**src/rtl/fp_mul_iter.sv**
```systemverilog
// fp_mul_iter: iterative 24x24 significand multiplier with unbiased exponent sum, BITS_PER_CYCLE bits per step.
// Optional FP_MUL_ZERO_DET_EN forces a zero result when either operand exponent is 0.
module fp_mul_iter #(
  parameter int BITS_PER_CYCLE = 4
) (
  input  logic               clk,
  input  logic               rst_n,
  input  logic               valid,
  input  logic [30:0]        float_in_a,
  input  logic [30:0]        float_in_b,
  input  logic [30:0]        float_in_2,
  output logic [47:0]        M_out_mul,
  output logic signed [7:0]  E_out_mul,
  output logic [30:0]        float_out_2,
  output logic               ready,
  output logic               busy
);
  localparam int N_ITER = 24 / BITS_PER_CYCLE;
  localparam int CW = $clog2(N_ITER + 1);
  generate
    if (!(BITS_PER_CYCLE == 1 || BITS_PER_CYCLE == 2 || BITS_PER_CYCLE == 3 || BITS_PER_CYCLE == 4 ||
          BITS_PER_CYCLE == 6 || BITS_PER_CYCLE == 8 || BITS_PER_CYCLE == 12 || BITS_PER_CYCLE == 24)) begin : g_bad_bpc
      $error("fp_mul_iter: BITS_PER_CYCLE must divide 24 evenly");
    end
  endgenerate
  typedef enum logic [1:0] {IDLE, MUL, DONE} state_t;
  state_t state, state_nxt;
  logic [23:0] mcand, mplier;
  logic [47:0] acc, pp;
  logic [CW-1:0] cnt;
  logic [7:0] e_int;
  logic [30:0] f2_int;
  logic start, last;
`ifdef FP_MUL_ZERO_DET_EN
  logic zero;
`endif
  always_ff @(posedge clk or negedge rst_n)
    if (!rst_n) state <= IDLE;
    else state <= state_nxt;
  always_comb begin
    start = valid && state != MUL;
    last = state == MUL && cnt == CW'(N_ITER - 1);
    state_nxt = start ? MUL : state == MUL ? (last ? DONE : MUL) : IDLE;
  end
  always_comb busy = state == MUL;
  // partial product of the current multiplier digit, aligned to its weight
  always_comb pp = (48'(mcand) * 48'(mplier[BITS_PER_CYCLE-1:0])) << (BITS_PER_CYCLE * cnt);
  always_ff @(posedge clk or negedge rst_n)
    if (!rst_n) begin
      mcand <= '0;
      mplier <= '0;
      acc <= '0;
      cnt <= '0;
      e_int <= '0;
      f2_int <= '0;
      M_out_mul <= '0;
      E_out_mul <= '0;
      float_out_2 <= '0;
      ready <= 1'b0;
`ifdef FP_MUL_ZERO_DET_EN
      zero <= 1'b0;
`endif
    end else begin
      ready <= state == DONE;
      if (start) begin
        mcand <= {1'b1, float_in_a[22:0]};
        mplier <= {1'b1, float_in_b[22:0]};
        e_int <= float_in_a[30:23] + float_in_b[30:23] - 8'd254;
        f2_int <= float_in_2;
        acc <= '0;
        cnt <= '0;
`ifdef FP_MUL_ZERO_DET_EN
        zero <= float_in_a[30:23] == 8'd0 || float_in_b[30:23] == 8'd0;
`endif
      end else if (state == MUL) begin
        acc <= acc + pp;
        mplier <= mplier >> BITS_PER_CYCLE;
        cnt <= cnt + 1'b1;
      end
      if (state == DONE) begin
`ifdef FP_MUL_ZERO_DET_EN
        M_out_mul <= zero ? '0 : acc;
        E_out_mul <= zero ? 8'h81 : e_int;
`else
        M_out_mul <= acc;
        E_out_mul <= e_int;
`endif
        float_out_2 <= f2_int;
      end
    end
endmodule
```
**config.mk**
```make
export PLATFORM = sky130hd
export DESIGN_NAME = fp_mul_iter
export DESIGN_NICKNAME = d
export VERILOG_FILES = /design/src/rtl/fp_mul_iter.sv
export SDC_FILE = /design/constraint.sdc
export NUM_CORES = 1
export LEC_CHECK = 0
export BUFFER_PORTS_ARGS = -buffer_cell sky130_fd_sc_hd__buf_2
export CORE_MARGIN = 8
export CORE_UTILIZATION = 45
export CTS_BUF_LIST = sky130_fd_sc_hd__clkbuf_8 sky130_fd_sc_hd__clkbuf_16
export CTS_CLUSTER_DIAMETER = 60
export DETAILED_ROUTE_END_ITERATION = 12
export GPL_TIMING_DRIVEN = 1
export SLEW_MARGIN = 10
export SYNTH_ARGS = -nofsm -noshare
export SYNTH_HDL_FRONTEND = slang
export SYNTH_SLANG_ARGS = --single-unit
```
**constraint.sdc**
```tcl
create_clock -name clk -period 9.3 [get_ports clk]
set_input_delay 0.465 -clock clk [delete_from_list [all_inputs] [get_ports clk]]
set_output_delay 0.465 -clock clk [all_outputs]
set_load 0.05 [all_outputs]
```
==> impl_metrics.json, run 1 <==
{
  "status": "complete, no violations",
  "yosys_warnings": 0,
  "cp_num_buf_inv": 0,
  "crit_path_end_kind": "register",
  "post_cts.repair.setup_buffers": 0,
  "async_reset_ff_frac": 1.000,
  "synthFlopType": "dfrtp_1",
  "coreArea_um2": 34200,
  "tns_ps": 0,
  "grt_pass1_vias": 12581,
  "cp_common_cell": "fa_1",
  "ys_seq_area_frac": 0.3691,
  "routed_wirelength_mm": 39.44,
  "crit_path_start_kind": "register",
  "cpPeakStageDelay_ps": 800,
  "grt_use_met3": 0.05243,
  "dp_hpwl_mm": 29.44,
  "relSlewSlack": 0.2829,
  "die_h_um": 201.4,
  "layout-drive-gt1-share": 0.1788,
  "grt-busiest-layer": "met2",
  "grt_use_met1": 0.2468,
  "tightest_slew_ps": 1076,
  "synth_edf_count": 0,
  "final_common_cell": "nand2_1",
  "mostFrequentLayoutCells": "nand2_1 (366), dfrtp_1 (228), buf_2 (183), inv_1 (115), o21ai_0 (110)",
  "gr-total-overflow": 0,
  "final_area_um2": 17760,
  "gp_congestion": 0.9046,
  "clk_pin_slew_ps": 60,
  "die_area_um2": 40540,
  "clock_path_buffers": 3,
  "grt_start_max_net_pins": 95,
  "nFillCells": 3320,
  "num_vias": 12405,
  "dpl_cell_area_um2": 16740,
  "cts_sinks": 228,
  "antenna_left": 0,
  "setup-violations-final": 0,
  "fmax_ghz": 0.1345,
  "critPathSlowestCell": "dfrtp_1",
  "cp_data_required_time_ps": 9750,
  "die_w_um": 201.4,
  "io_buffers": 184,
  "vias_per_cell": 5.265,
  "use_met2": 0.3121,
  "drv_cap": 0,
  "ys_types": 75,
  "cts_buffers": 29,
  "fin_crit_ps": 7434,
  "areaGrowthSynthToFinish_pct": 14.89,
  "syn_nets": 1973,
  "hold_class": "primary input to register",
  "io_pins": 185,
  "netlist_instances": 1730,
  "cts_resized": 0,
  "synth.avg_cell_area_um2": 8.936,
  "grt_pass1_wl_mm": 65.84,
  "drtIter0Drc": 735,
  "post-route-period-util": 0.7994,
  "drv_slew": 0,
  "cts_tree": "built",
  "skew_ps": 12.71,
  "rsz0062_at_grt": "false",
  "final_util": 0.5193,
  "antenna_found_initial": 13,
  "rows": 68,
  "ys_ff_latch": 228,
  "clock_latency_ps": 570,
  "post-route-drc-count": 0,
  "nNetsFinal": 2117,
  "critPathKind": "register to register",
  "dr.pass1.iters": 5,
  "clockRootBuffer": "clkbuf_16",
  "arrival_ps": 7880,
  "h-tree-depth": 1,
  "initial_core_util": 0.4520,
  "critPathTopFamily": "compound AO/OA/AOI/OAI gates",
  "worstPathMaxFanout": 25,
  "wl_per_cell_um": 16.74,
  "grtUsageTotal": 0.1931,
  "synth_area_um2": 15460,
  "hold_viol_final": 0
}
## registers in the layout, indices dropped and copies added, names as in the netlist
signal and cells:
E_out_mul 8, ready 1, state 2, mplier 24, e_int 8, M_out_mul 48, mcand 24, float_out_2 31
acc 48, f2_int 31, cnt 3
## cell type report
| type | count | area (um^2) | share of cell area |
|---|---|---|---|
| Inverter | 113 | 424.2 | 0.02388 |
| Multi-Input combinational cell | 1305 | 9022 | 0.5080 |
| Timing Repair Buffer | 197 | 1031 | 0.05804 |
| Clock buffer | 34 | 794.5 | 0.04473 |
| Sequential cell | 228 | 5705 | 0.3212 |
| Tap cell | 455 | 569.3 | 0.03205 |
| Clock inverter | 19 | 202.7 | 0.01141 |
| Antenna cell | 5 | 12.51 | 0.0007044 |
## cells by family after synthesis
kind of cell    after synthesis  synth area share
simple gates                642            0.1874
compound gates              339            0.1394
mux                         106           0.07446
buf+inv                     197           0.04816
flops                       228            0.3691
fa+ha+maj                   147            0.1413
xor+xnor                     71           0.04022
## worst register-to-register path, stage by stage (launching register included)
cell and delay, ps:
dfrtp_1 800, nand2_1 180, fa_1 540, fa_1 540, fa_1 460, nor2b_1 160
o211ai_1 160, a211oi_1 420, o211ai_2 150, a31oi_1 250, o21ai_0 170, xnor2_1 180
mux2i_1 300, nor2_1 70, a21oi_1 170, o22ai_1 140, ha_1 380, and4_1 240
and3_1 200, a22oi_1 140, nand2_1 80, a31oi_2 300, o311ai_1 160, nand4_1 200
a21oi_1 100, or3_1 380, and4_4 190, a211o_1 230
## cells in the mapped netlist, types with 12 or more instances
master    instances  area [um^2]
a21o_1           40        300.3
a21oi_1          86        430.4
and2_1           74        462.9
and3_1           12        75.07
buf_1            16        60.06
clkbuf_1         64        240.2
dfrtp_1         228         5705
fa_1             46        920.9
ha_1            101         1264
inv_1           111        416.7
mux2_2           62        698.2
mux2i_1          43        430.4
nand2_1         367         1378
nand3_1          55        275.3
nor2_1           66        247.7
nor3_1           16        80.08
o21ai_0         110        550.5
xnor2_1          33        289.0
xor2_1           38        332.8
## repair_timing
action / in CTS / in global routing
endpoints found under the setup margin: 0 / 0
hold endpoints to repair: 74 / 0
hold buffers: 1 / 0
## per-layer routing
| metal | routed length, um | vias to the layer above | part of all wire |
|---|---|---|---|
| li1 | - | 6163 | - |
| met1 | 17610 | 5857 | 0.45 |
| met2 | 17990 | 273 | 0.46 |
| met3 | 2431 | 96 | 0.062 |
| met4 | 1307 | 16 | 0.033 |
| met5 | 103 | - | 0.0026 |
## worst paths after layout
check                                            from                         end  slack [ps]  cells after the start
worst max-delay path            mplier[2]$_DFFE_PN0P_         acc[47]$_DFFE_PN0P_        1870                     27
worst min-delay path                   float_in_a[14]       mcand[14]$_DFFE_PN0P_         120                      2
worst max register to register  mplier[2]$_DFFE_PN0P_         acc[47]$_DFFE_PN0P_        1870                     27
worst min register to register  f2_int[8]$_DFFE_PN0P_  float_out_2[8]$_DFFE_PN0P_         460                      2
max in group asynchronous                       rst_n  float_out_2[5]$_DFFE_PN0P_        7030                      4
min in group asynchronous                       rst_n   M_out_mul[10]$_DFFE_PN0P_         440                      2
## per-stage QoR
| stage | worst slack (ps) | hold WS (ps) | instances |
|---|---|---|---|
| detailed placement | 1933 | 449.1 | 2297 |
| finish | 1866 | 122.3 | 2356 |
| CTS | 1905 | 89.18 | 2351 |
| floorplan | 2937 | 169.4 | 1730 |
| global placement | 2082 | 439.9 | 2297 |
| global route | 1286 | 97.31 | 2354 |
Power of run 1 is not shown: default switching activity piles up to over one toggle a cycle in this logic, so the estimate is an artifact.
==> run 2, diff against run 1 <==
--- a/config.mk
+++ b/config.mk
@@ -12,6 +12,7 @@
 export CTS_CLUSTER_DIAMETER = 60
 export DETAILED_ROUTE_END_ITERATION = 12
 export GPL_TIMING_DRIVEN = 1
+export PLACE_DENSITY = 0.67
 export SLEW_MARGIN = 10
 export SYNTH_ARGS = -nofsm -noshare
 export SYNTH_HDL_FRONTEND = slang
==> constraint.sdc (replaced) <==
create_clock -name clk -period 6.6 [get_ports clk]
set_input_delay 0.33 -clock clk [delete_from_list [all_inputs] [get_ports clk]]
set_output_delay 0.33 -clock clk [all_outputs]
set_load 0.05 [all_outputs]
==> run 2 against run 1 <==
- core utilization up 7.4 points
- setup slack worse by 1800 ps
- first-iteration DRC count up 3.5%
- cell area up 14%
- global-route usage up 0.86 points
- final cell count up 9.0%
- via count up 9.2%
- non-clock buffer count up 218
- worst hold slack worse by 100 ps
- critical path depth up 4
==> impl_metrics.json, run 2 (synthesized netlist as in run 1, its figures left out) <==
{
  "status": "complete, no violations",
  "post-route-drc-count": 0,
  "cts_buffers": 28,
  "drv_cap": 0,
  "cts_tree": "built",
  "fin_ws_ps": 44.22,
  "reg2reg_from": "mplier[3]$_DFFE_PN0P_",
  "clk_pin_slew_ps": 60,
  "wl_per_cell_um": 16.67,
  "tns_ps": 0,
  "rrSetupSlack_ps": 40,
  "arrival_ps": 7000,
  "final_common_cell": "nand2_1",
  "layout-drive-gt1-share": 0.2961,
  "crit_end": "acc[42]$_DFFE_PN0P_",
  "post-route-period-util": 0.9933,
  "grtUsageTotal": 0.2017,
  "r2r-end": "acc[42]$_DFFE_PN0P_",
  "h-tree-depth": 1,
  "die_w_um": 201.4,
  "gp_congestion": 0.9274,
  "num_vias": 13550,
  "rows": 68,
  "grt_start_max_net_pins": 153,
  "nNetsFinal": 2334,
  "rsz0062_at_grt": "true",
  "cts_sinks": 228,
  "drtIter0Drc": 761,
  "reg2regPathDepth": 31,
  "grt_pass1_wl_mm": 69.28,
  "clockRootBuffer": "clkbuf_16",
  "cpPeakStageDelay_ps": 530,
  "final_util": 0.5928,
  "antenna_found_initial": 8,
  "initial_core_util": 0.4520,
  "fin_crit_ps": 6556,
  "antenna_left": 0,
  "dr.pass1.iters": 7,
  "critPathSlowestCell": "fa_1",
  "fmax_ghz": 0.1525,
  "routed_wirelength_mm": 42.78,
  "die_area_um2": 40540,
  "io_buffers": 184,
  "cp_data_required_time_ps": 7040,
  "hold_viol_final": 0,
  "coreArea_um2": 34200,
  "dp_hpwl_mm": 30.21,
  "grt_pass1_vias": 13899,
  "areaGrowthSynthToFinish_pct": 31.16,
  "io_pins": 185,
  "nFillCells": 2964,
  "tightest_slew_ps": 927.5,
  "critPathKind": "register to register",
  "place_ws_ps": -321.5,
  "worstPathMaxFanout": 7,
  "mostFrequentLayoutCells": "nand2_1 (359), dfrtp_1 (224), buf_2 (183), buf_4 (161), inv_1 (101)",
  "startpoint": "mplier[3]$_DFFE_PN0P_",
  "skew_ps": 22.39,
  "crit_path_end_kind": "register",
  "gr-total-overflow": 0,
  "relSlewSlack": 0.3817,
  "setup-violations-final": 0,
  "vias_per_cell": 5.279,
  "drv_slew": 0,
  "clock_latency_ps": 570,
  "clock_path_buffers": 3,
  "reg.largest.list": "M_out_mul (48), acc (48)",
  "crit_path_start_kind": "register",
  "die_h_um": 201.4,
  "hold_class": "primary input to register"
}
-- run 2: cell count changes in the layout (fill, tap and decap cells not counted), moves of 16 or more --
| cell | delta |
|---|---|
| a21oi_1 | -21 |
| a21oi_2 | +19 |
| buf_4 | +149 |
| dlygate4sd3_1 | +54 |
| ha_1 | -17 |
| ha_4 | +16 |
-- run 2: layout make-up --
type,count,area [um^2],share of cell area
sequential,228,5710,0.2816
clock buffer,34,783.3,0.03863
timing repair buffer,415,2880,0.1420
antenna,1,2.502,0.0001234
inverter,113,424.2,0.02092
multi-input combinational,1305,9753,0.4810
clock inverter,16,153.9,0.007590
tap,455,569.3,0.02808
-- run 2: critical path: cells and delay by family (launching register included) --
| family | cells | cell delay, ps |
|---|---|---|
| XOR/XNOR | 1 | 90 |
| AO/OA/AOI/OAI | 12 | 1950 |
| adder cells (fa/ha/maj) | 4 | 1710 |
| flip-flops | 1 | 480 |
| AND/OR/NAND/NOR | 7 | 1370 |
| multiplexers | 2 | 330 |
| buffers and inverters | 5 | 500 |
-- run 2: timing repair --
action	4_1_cts	5_1_grt
resized for setup	30	150
hold endpoints to repair	129	1
pin swaps	13	104
hold buffers	54	1
buffers inserted	9	27
setup endpoints to repair	10	19
-- run 2: worst min-delay path by stage --
stage / end / cells past startpoint / slack (ps) / startpoint
6_report: mcand[13]$_DFFE_PN0P_ / 2 / 20 / float_in_a[13]
5_1_grt: mcand[13]$_DFFE_PN0P_ / 2 / 0.4 / float_in_a[13]
4_1_cts: mcand[10]$_DFFE_PN0P_ / 2 / 0.9 / float_in_a[10]
3_5_place_dp: M_out_mul[9]$_DFFE_PN0P_ / 1 / 320 / rst_n
3_3_place_gp: M_out_mul[9]$_DFFE_PN0P_ / 1 / 320 / rst_n
2_1_floorplan: E_out_mul[0]$_DFFE_PN0P_ / 0 / 30 / rst_n
-- run 2: layer usage --
metal | part of all wire | wire length (um) | global-route usage | up-vias
met2 | 0.47 | 20250 | 0.3354 | 369
li1 | - | - | - | 6581
met5 | 0.0016 | 68 | 0 | -
met3 | 0.068 | 2893 | 0.05179 | 97
met4 | 0.028 | 1195 | 0.06444 | 14
met1 | 0.43 | 18380 | 0.2537 | 6489
-- run 2: per-stage QoR --
stage	area [um^2]	hold WS [ps]	cells
global route	20280	0.4157	2567
finish	20280	21.14	2567
global placement	17740	318.9	2428
CTS	19390	0.9261	2541
floorplan	15460	34.41	1730
detailed placement	17740	323.0	2428
Power of run 2 is left out for the same reason.
==> run 3, diff against run 2 <==
--- a/config.mk
+++ b/config.mk
@@ -6,13 +6,16 @@
 export NUM_CORES = 1
 export LEC_CHECK = 0
 export BUFFER_PORTS_ARGS = -buffer_cell sky130_fd_sc_hd__buf_2
+export CELL_PAD_IN_SITES_DETAIL_PLACEMENT = 2
+export CELL_PAD_IN_SITES_GLOBAL_PLACEMENT = 2
 export CORE_MARGIN = 8
-export CORE_UTILIZATION = 45
+export CORE_UTILIZATION = 33
 export CTS_BUF_LIST = sky130_fd_sc_hd__clkbuf_8 sky130_fd_sc_hd__clkbuf_16
 export CTS_CLUSTER_DIAMETER = 60
 export DETAILED_ROUTE_END_ITERATION = 12
 export GPL_TIMING_DRIVEN = 1
-export PLACE_DENSITY = 0.67
+export PLACE_DENSITY_LB_ADDON = 0.1
+export SETUP_SLACK_MARGIN = 0.15
 export SLEW_MARGIN = 10
 export SYNTH_ARGS = -nofsm -noshare
 export SYNTH_HDL_FRONTEND = slang
==> run 3 against run 2 <==
- clock-buffer cell count is 1 lower
- critical endpoint is now acc[47]$_DFFE_PN0P_
- setup slack lost 250 ps
- non-clock buffer count up 83
- die area is 33% higher
- global-route usage up 1.4 points
- clock skew up 5.7 ps
- first-iteration DRC count shrank 27%
- critical path depth decreased by 1
- the flow now finishes with violations (negative setup slack)
- core utilization fell by 13 points
- register-to-register slack got worse by 250 ps
==> impl_metrics.json, run 3 (synthesized netlist as in run 1, its figures left out) <==
{
  "status": "finished, violations left",
  "violations": "negative setup slack",
  "post-route-drc-count": 0,
  "cts_buffers": 30,
  "gr-total-overflow": 0,
  "drv_cap": 0,
  "hold_class": "primary input to register",
  "hold_depth": 3,
  "critPathSlowestCell": "fa_1",
  "worstHoldStart": "float_in_b[19]",
  "cp_data_required_time_ps": 7080,
  "dp_hpwl_mm": 41.15,
  "wl_per_cell_um": 21.68,
  "tns_ps": -736.8,
  "nFillCells": 4879,
  "coreArea_um2": 46360,
  "fmax_ghz": 0.1470,
  "gp_congestion": 0.8514,
  "io_buffers": 184,
  "dr.pass1.iters": 4,
  "fin_ws_ps": -202.4,
  "nNetsFinal": 2419,
  "fin_crit_ps": 6802,
  "arrival_ps": 7280,
  "crit_path_start_kind": "register",
  "routed_wirelength_mm": 61.11,
  "num_vias": 14435,
  "rows": 79,
  "crit_path_end_kind": "register",
  "cp_num_buf_inv": 6,
  "setup-violations-final": 7,
  "cts_tree": "built",
  "cpPeakStageDelay_ps": 530,
  "vias_per_cell": 5.122,
  "die_w_um": 232.4,
  "initial_core_util": 0.3335,
  "critPathTopFamily": "compound AO/OA/AOI/OAI gates",
  "reg.largest.list": "M_out_mul (48), acc (48)",
  "grt_pass1_vias": 16539,
  "layout-drive-gt1-share": 0.3414,
  "antenna_found_initial": 16,
  "final_common_cell": "nand2_1",
  "antenna_left": 0,
  "drv_slew": 0,
  "relSlewSlack": 0.2921,
  "hold-worst-slack_ps": 25.70,
  "rrSetupSlack_ps": -200,
  "clockRootBuffer": "clkbuf_16",
  "post-route-period-util": 1.031,
  "r2r-end": "acc[47]$_DFFE_PN0P_",
  "die_h_um": 232.4,
  "holdPathEnd": "mplier[19]$_DFFE_PN0P_",
  "cts_sinks": 228,
  "mostFrequentLayoutCells": "nand2_1 (360), buf_4 (231), dfrtp_1 (225), buf_2 (183), inv_1 (105)",
  "grt_pass1_wl_mm": 93.34,
  "clk_pin_slew_ps": 60,
  "cp_common_cell": "buf_4",
  "reg2regPathDepth": 30,
  "clock_path_buffers": 3,
  "io_pins": 185,
  "drtIter0Drc": 555,
  "tightest_slew_ps": 1062,
  "areaGrowthSynthToFinish_pct": 38.75,
  "skew_ps": 28.12,
  "h-tree-depth": 1,
  "critPathKind": "register to register",
  "grt_start_max_net_pins": 144,
  "grtUsageTotal": 0.2156,
  "worstPathMaxFanout": 12,
  "rsz0062_at_grt": "true",
  "die_area_um2": 54030,
  "hold_viol_final": 0,
  "reg2reg_from": "mplier[2]$_DFFE_PN0P_",
  "clock_latency_ps": 600
}
run 3: area by class of cell:
| class | instances | area, um^2 | area share |
|---|---|---|---|
| multi-input cells | 1305 | 10020 | 0.4673 |
| flip-flops and latches | 228 | 5709 | 0.2662 |
| repair buffers | 498 | 3536 | 0.1648 |
| clock buffers | 33 | 792.0 | 0.03692 |
| well taps | 607 | 759.5 | 0.03541 |
| inverters | 113 | 424.2 | 0.01977 |
| clock inverters | 23 | 178.9 | 0.008341 |
| diodes | 11 | 27.53 | 0.001283 |
run 3: worst register-to-register path: cells and delay by family, from the launching register on:
family,cells,cell delay (ps)
and+or+nand+nor,5,950
xor gates and xnor gates,1,140
buffers and inverters,6,820
muxes,2,490
AOI/OAI and AO/OA,12,2170
adders and majority gates,4,1630
DFF,1,470
run 3: per-layer routing:
metal	track usage	share of wire	vias to the layer above
li1	-	-	6740
met1	0.2511	0.40	7353
met2	0.3930	0.53	214
met3	0.03800	0.034	120
met4	0.07437	0.036	8
met5	0	0.00088	-
run 3: how the worst max path moves through the flow:
stage	from	endpoint	slack [ps]	cells after the start
floorplan	mplier[3]$_DFFE_PN0P_	acc[47]$_DFFE_PN0P_	240	27
global placement	mplier[3]$_DFFE_PN0P_	acc[47]$_DFFE_PN0P_	-170	30
detailed placement	mplier[2]$_DFFE_PN0P_	acc[47]$_DFFE_PN0P_	-500	27
CTS	mplier[2]$_DFFE_PN0P_	acc[42]$_DFFE_PN0P_	20	31
global route	mplier[3]$_DFFE_PN0P_	acc[47]$_DFFE_PN0P_	-410	29
finish	mplier[2]$_DFFE_PN0P_	acc[47]$_DFFE_PN0P_	-200	30
run 3: stage by stage:
stage	instance area [um^2]	util	setup slack [ps]	instances
global route	21450	0.4626	-408.2	2816
global placement	18310	0.3949	-165.2	2630
floorplan	15460	-	237.3	1730
finish	21450	0.4627	-202.4	2818
CTS	20790	0.4484	22.76	2781
detailed placement	18310	0.3949	-504.8	2630
run 3: what timing repair did:
| action | 4_1_cts | 5_1_grt |
|---|---|---|
| resized for setup | 145 | 115 |
| pin swaps | 90 | 85 |
| hold buffers | 58 | 0 |
| setup buffers | 37 | 26 |
| endpoints found under the hold margin | 142 | 0 |
| endpoints found under the setup margin | 26 | 29 |
Power of run 3 is left out for the same reason.
